File: config.mk
export PLATFORM = sky130hd
export DESIGN_NAME = vram_sched
export DESIGN_NICKNAME = d
export VERILOG_FILES = /design/src/rtl/xv_pkg.sv /design/src/rtl/vram_rr_pick.sv /design/src/rtl/vram_sched.sv
export SDC_FILE = /design/constraint.sdc
export NUM_CORES = 1
export LEC_CHECK = 0
export BUFFER_PORTS_ARGS = -buffer_cell sky130_fd_sc_hd__clkbuf_2
export CORE_UTILIZATION = 35
export CTS_BUF_LIST = sky130_fd_sc_hd__clkbuf_2
export DETAILED_ROUTE_END_ITERATION = 8
export MAX_ROUTING_LAYER = met4
export PLACE_DENSITY = 0.7
export SYNTH_ARGS = -nofsm -noshare
export SYNTH_HDL_FRONTEND = slang
export SYNTH_SLANG_ARGS = --single-unit
File: constraint.sdc
create_clock -name clk -period 3.3 [get_ports clk]
set_input_delay 0.495 -clock clk [delete_from_list [all_inputs] [get_ports clk]]
set_output_delay 0.495 -clock clk [all_outputs]
set_load 0.01 [all_outputs]
File: src/rtl/xv_pkg.sv
// Shared Xosera VRAM types: address/data words, requester ownership tags
// and the rotation helper used by the VRAM scheduler.
package xv;

    typedef logic [15:0] addr_t;
    typedef logic [15:0] word_t;

    typedef enum logic [1:0] {
        OWN_NONE = 2'd0,
        OWN_REGS = 2'd1,
        OWN_BLIT = 2'd2,
        OWN_DRAW = 2'd3
    } vram_owner_t;

    localparam int NUM_REQ = 3;

    // Rotation order regs(0) -> blit(1) -> draw(2) -> regs; 3 folds back to regs.
    function automatic logic [1:0] rr_next(input logic [1:0] p);
        return (p >= 2'd2) ? 2'd0 : p + 2'd1;
    endfunction

endpackage

File: src/rtl/vram_rr_pick.sv
// Combinational 3-way rotating priority picker: the first requester at or
// after ptr wins; outputs a one-hot grant and the matching owner tag.
module vram_rr_pick
    import xv::*;
(
    input  logic [2:0] req,
    input  logic [1:0] ptr,
    output logic [2:0] grant,
    output logic [1:0] owner
);

    logic [3:0] req_ext;
    logic [1:0] first;
    logic [1:0] second;
    logic [1:0] third;
    logic [1:0] pick;
    logic       found;

    assign req_ext = {1'b0, req};
    assign first   = (ptr == 2'd3) ? 2'd0 : ptr;
    assign second  = rr_next(first);
    assign third   = rr_next(second);

    always_comb begin
        grant = 3'b000;
        owner = OWN_NONE;
        pick  = first;
        found = 1'b1;
        if (req_ext[first]) begin
            pick = first;
        end else if (req_ext[second]) begin
            pick = second;
        end else if (req_ext[third]) begin
            pick = third;
        end else begin
            found = 1'b0;
        end
        if (found) begin
            grant = 3'b001 << pick;
            owner = pick + 2'd1;
        end
    end

endmodule

File: src/rtl/vram_sched.sv
// Single-port VRAM access scheduler: vgen has absolute priority, regs/blit/draw
// share the remaining slots round-robin through a two-stage access pipeline.
module vram_sched
    import xv::*;
#(
    parameter bit EN_BLIT = 1'b1,
    parameter bit EN_DRAW = 1'b0,
    parameter int WAIT_W  = 8
) (
    input  logic              clk,
    input  logic              reset_n_i,
    input  logic              vgen_sel_i,
    input  logic [15:0]       vgen_addr_i,
    input  logic              regs_sel_i,
    input  logic              regs_wr_i,
    input  logic [3:0]        regs_wr_mask_i,
    input  logic [15:0]       regs_addr_i,
    input  logic [15:0]       regs_data_i,
    output logic              regs_ack_o,
    input  logic              blit_sel_i,
    input  logic              blit_wr_i,
    input  logic [3:0]        blit_wr_mask_i,
    input  logic [15:0]       blit_addr_i,
    input  logic [15:0]       blit_data_i,
    output logic              blit_ack_o,
    input  logic              draw_sel_i,
    input  logic              draw_wr_i,
    input  logic [3:0]        draw_wr_mask_i,
    input  logic [15:0]       draw_addr_i,
    input  logic [15:0]       draw_data_i,
    output logic              draw_ack_o,
    output logic              vram_sel_o,
    output logic              vram_wr_o,
    output logic [3:0]        vram_wr_mask_o,
    output logic [15:0]       vram_addr_o,
    output logic [15:0]       vram_wdata_o,
    input  logic [15:0]       vram_rdata_i,
    output logic [15:0]       rd_data_o,
    output logic [1:0]        rd_owner_o,
    output logic              vgen_rd_valid_o,
    output logic [WAIT_W-1:0] regs_wait_o
);

    logic [2:0]        req;
    logic [2:0]        grant;
    logic [1:0]        pick_owner;
    logic              regs_granted;
    logic              win_wr;
    logic [3:0]        win_mask;
    addr_t             win_addr;
    word_t             win_data;

    logic              sel_q, sel_d;
    logic              wr_q, wr_d;
    logic [3:0]        mask_q, mask_d;
    addr_t             addr_q, addr_d;
    word_t             wdata_q, wdata_d;
    logic [2:0]        ack_q, ack_d;
    logic [1:0]        ptr_q, ptr_d;
    vram_owner_t       tag_owner_q, tag_owner_d;
    logic              tag_vgen_q, tag_vgen_d;
    vram_owner_t       rd_owner_q;
    logic              rd_vgen_q;
    logic [WAIT_W-1:0] wait_q, wait_d;

    // A requester whose ack is high this cycle sits out, which leaves the gap for others.
    assign req = {draw_sel_i & EN_DRAW & ~ack_q[2],
                  blit_sel_i & EN_BLIT & ~ack_q[1],
                  regs_sel_i & ~ack_q[0]};

    vram_rr_pick u_pick (
        .req   (req),
        .ptr   (ptr_q),
        .grant (grant),
        .owner (pick_owner)
    );

    assign regs_granted = grant[0] & ~vgen_sel_i;

    always_comb begin
        win_wr   = regs_wr_i;
        win_mask = regs_wr_mask_i;
        win_addr = regs_addr_i;
        win_data = regs_data_i;
        unique case (grant)
            3'b010: begin
                win_wr   = blit_wr_i;
                win_mask = blit_wr_mask_i;
                win_addr = blit_addr_i;
                win_data = blit_data_i;
            end
            3'b100: begin
                win_wr   = draw_wr_i;
                win_mask = draw_wr_mask_i;
                win_addr = draw_addr_i;
                win_data = draw_data_i;
            end
            default: ;
        endcase
    end

    always_comb begin
        sel_d       = 1'b0;
        wr_d        = 1'b0;
        mask_d      = mask_q;
        addr_d      = addr_q;
        wdata_d     = wdata_q;
        ack_d       = 3'b000;
        ptr_d       = ptr_q;
        tag_owner_d = OWN_NONE;
        tag_vgen_d  = 1'b0;
        if (vgen_sel_i) begin
            sel_d      = 1'b1;
            mask_d     = 4'h0;
            addr_d     = vgen_addr_i;
            tag_vgen_d = 1'b1;
        end else if (|grant) begin
            sel_d       = 1'b1;
            wr_d        = win_wr;
            mask_d      = win_mask;
            addr_d      = win_addr;
            wdata_d     = win_data;
            ack_d       = grant;
            ptr_d       = rr_next(pick_owner - 2'd1);
            tag_owner_d = win_wr ? OWN_NONE : vram_owner_t'(pick_owner);
        end
    end

    // Wait counter clears on grant or when regs withdraws, otherwise saturates.
    always_comb begin
        wait_d = wait_q;
        if (!regs_sel_i || regs_granted) begin
            wait_d = '0;
        end else if (wait_q != {WAIT_W{1'b1}}) begin
            wait_d = wait_q + {{(WAIT_W-1){1'b0}}, 1'b1};
        end
    end

    always_ff @(posedge clk or negedge reset_n_i) begin
        if (!reset_n_i) begin
            sel_q       <= 1'b0;
            wr_q        <= 1'b0;
            mask_q      <= 4'h0;
            addr_q      <= '0;
            wdata_q     <= '0;
            ack_q       <= 3'b000;
            ptr_q       <= 2'd0;
            tag_owner_q <= OWN_NONE;
            tag_vgen_q  <= 1'b0;
            rd_owner_q  <= OWN_NONE;
            rd_vgen_q   <= 1'b0;
            wait_q      <= '0;
        end else begin
            sel_q       <= sel_d;
            wr_q        <= wr_d;
            mask_q      <= mask_d;
            addr_q      <= addr_d;
            wdata_q     <= wdata_d;
            ack_q       <= ack_d;
            ptr_q       <= ptr_d;
            tag_owner_q <= tag_owner_d;
            tag_vgen_q  <= tag_vgen_d;
            rd_owner_q  <= tag_owner_q;
            rd_vgen_q   <= tag_vgen_q;
            wait_q      <= wait_d;
        end
    end

    assign regs_ack_o      = ack_q[0];
    assign blit_ack_o      = ack_q[1];
    assign draw_ack_o      = ack_q[2];
    assign vram_sel_o      = sel_q;
    assign vram_wr_o       = wr_q;
    assign vram_wr_mask_o  = mask_q;
    assign vram_addr_o     = addr_q;
    assign vram_wdata_o    = wdata_q;
    assign rd_data_o       = vram_rdata_i;
    assign rd_owner_o      = rd_owner_q;
    assign vgen_rd_valid_o = rd_vgen_q;
    assign regs_wait_o     = wait_q;

endmodule

==> results.py <==
metrics = {
    "floorplan": {
        "rows": 38,
        "initial_core_util_pct": 36.20,
        "die_y_um": 108.1,
        "num_io_pins": 217,
        "die_x_um": 108.1,
        "die_area_sq_mm": 0.01169,
        "coreArea_sq_mm": 0.01089,
    },
    "drt": {
        "remaining_drc_errors": 0,
        "finalWirelength_mm": 12.67,
        "via_count": 4249,
        "wl_per_cell_um": 15.91,
        "vias_per_cell": 5.338,
        "drt_iter0_markers": 336,
        "ant_nets": 0,
        "drt_first_pass_iters": 5,
    },
    "logic_synthesis": {
        "yosys.area.top_type": "dfrtp_1",
        "async_reset_ff_share_pct": 100.0,
        "synth_flop_cell": "dfrtp_1",
        "yosys.area.top_type_share_pct": 36.19,
        "ys_types": 49,
        "synth.top_cells.by_area": "dfrtp_1, nor2_1, nand2_1",
        "postSynthCellCount": 475,
        "synth_common_cells": "nor2_1, nand2_1, dfrtp_1",
        "syn_area_sq_mm": 0.003941,
        "synth-edff-count": 0,
        "yosysMostFrequentCell": "nor2_1",
        "avgSynthCellArea_sq_um": 8.297,
        "ys_ff_latch": 57,
        "syn_nets": 632,
        "ys_warn_count": 0,
        "ys_seq_area_share_pct": 36.19,
    },
    "finish": {
        "design_area_sq_mm": 0.005421,
        "fin_util_pct": 49.79,
        "final_layout_size_suffix_gt1_share_pct": 42.23,
        "layout.nets": 808,
        "nFillCells": 1063,
        "fin_cells": 796,
        "area_growth_pct": 37.56,
        "num_antenna_cells": 0,
    },
    "place": {
        "port-buffer-count": 183,
        "dpl.cell_count": 766,
        "dp_worst_setup_slack_ps": -63.72,
        "dp_hpwl_mm": 8.825,
        "dpl_cell_area_sq_mm": 0.005004,
        "place_congestion": 0.8191,
    },
    "cts": {
        "cts_hold_buf": 0,
        "htreeDepth": 3,
        "cts_tree": "built",
        "path_clk_slew_ps": 180,
        "clockBufferDepth": 2,
        "cts_root_buffer": "clkbuf_2",
        "clock_sinks": 57,
        "cts_made_buffers": 9,
        "clk_latency_ps": 520,
    },
    "worst_setup_path": {
        "criticalPathCategory": "flop to flop",
        "end_kind": "flop",
        "reg2reg_slack_ps": 160,
        "worst-path-buf-inv": 4,
        "cp_common_cell": "buf_6",
        "critPathMaxFanout": 8,
        "r2r_end": "vram_addr_o[14]",
        "path_cells": "inv_2 > ha_2 > or3b_4 > and3_1 > o21a_1 > o311ai_4 > buf_6 > ha_4 > buf_6 > nor2_2 > a2bb2oi_4 > buf_12 > mux2i_2 > o21ai_1",
        "critPathLaunchType": "flop",
        "crit-reg2reg-launch": "ptr_q[0]",
        "critPathArrivalTime_ps": 3530,
        "crit_slowest_cell": "dfrtp_1",
        "cp_data_required_time_ps": 3700,
        "reg2reg_depth": 14,
        "max_stage_delay_ps": 400,
        "path_delay_family": "compound AO/OA/AOI/OAI gates",
    },
    "sta": {
        "setup_ws_ps": 160.4,
        "max_freq_ghz": 0.3185,
        "max_slew_margin_pct": 43.17,
        "hold_viol": 0,
        "timing.hold.ws_ps": 88.36,
        "slew_violations": 0,
        "min_period_ps": 3140,
        "finClkSkew_ps": 29.22,
        "worstMarginPinSlew_ps": 852.5,
        "fin_crit_sh_pct": 95.14,
        "setup_viol": 0,
    },
    "global_routing": {
        "grt_pass1_wl_mm": 18.87,
        "antenna_found_initial": 0,
        "grt.total_usage_pct": 21.31,
        "grt_max_degree": 65,
        "overflow": 0,
        "grt_pass1_vias": 3870,
    },
    "worst_hold_path": {
        "hold_path_class": "primary input to async pin",
    },
    "power": {
        "ir_drop_mv": 0.4210,
        "power_density_mw_per_mm2": 960.0,
        "p_leak_nw": 2.642,
    },
    "run_status": {
        "outcome": "completed",
    },
    "run": {
        "cap_violations": 0,
    },
}
## through the flow
step	total power [W]	setup TNS [ps]
global route	0.005608	-15.66
global placement	0.004211	0
finish	0.005205	0
floorplan	0.003205	0
detailed placement	0.004293	-155.6
CTS	0.004875	0
## cell type report
| cell class | count | area (sq um) | share of cell area, % |
|---|---|---|---|
| Multi-Input combinational cell | 353 | 2300 | 42.42 |
| Sequential cell | 57 | 1426 | 26.31 |
| Timing Repair Buffer | 219 | 1346 | 24.83 |
| Tap cell | 140 | 175.2 | 3.231 |
| Clock inverter | 6 | 82.58 | 1.523 |
| Clock buffer | 10 | 50.05 | 0.9231 |
| Inverter | 11 | 41.29 | 0.7616 |
## layer usage
metal  part of all wire, %  vias up  global-route usage [%]
met4                   2.2        0                   7.926
met5                     0        -                       -
met1                    43     2044                   27.02
met2                    49      127                   33.58
met3                   4.9       26                   4.159
li1                      -     2052                       -
## cell usage in the layout (no fill, tap or decap), types with 15 or more instances in the layout
cell and instances:
o211ai_1 17, nor2_1 63, buf_4 22, clkbuf_2 193, dfrtp_1 57, a21oi_1 34, o21ai_0 26, mux2i_1 15
nor3b_1 18, o221a_2 16, a2bb2oi_1 16, nand2_1 61
## cells by family after synthesis
kind of cell | synth area share (%)
simple gates | 20.95
flops | 36.19
compound gates | 27.24
mux | 4.317
fa+ha+maj | 2.540
xor+xnor | 0.6668
buf+inv | 8.095
## state kept, by name, summed over array words and instances, names as in the netlist
name	flops
tag_vgen_q	1
vgen_rd_valid_o	1
ptr_q	2
rd_owner_o	2
regs_wait_o	8
vram_wdata_o	16
vram_wr_mask_o	4
ack_q	3
vram_sel_o	1
vram_addr_o	16
tag_owner_q	2
vram_wr_o	1
## report_power, final
| part | internal, W | switching, W | total, W |
|---|---|---|---|
| registers | 0.000967 | 0.000171 | 0.00114 |
| logic | 0.00165 | 0.00187 | 0.00352 |
| clock network | 0.000251 | 0.000295 | 0.000545 |
## how the worst max path moves through the flow
stage	end	cells after the start	from
2_1_floorplan	vram_addr_o[2]	15	ptr_q[0]
3_3_place_gp	tag_owner_q[0]	13	ptr_q[0]
3_5_place_dp	tag_owner_q[1]	13	ptr_q[1]
4_1_cts	vram_addr_o[11]	14	ptr_q[0]
5_1_grt	vram_addr_o[14]	14	ptr_q[0]
6_report	vram_addr_o[14]	14	ptr_q[0]
## timing repair
| item | 4_1_cts | 5_1_grt |
|---|---|---|
| setup endpoints to repair | 14 | 40 |
| cloned | 0 | 4 |
| buffers inserted | 0 | 10 |
| pin swaps | 1 | 5 |
| resized for setup | 4 | 26 |
(Power assumes the default switching activity.)
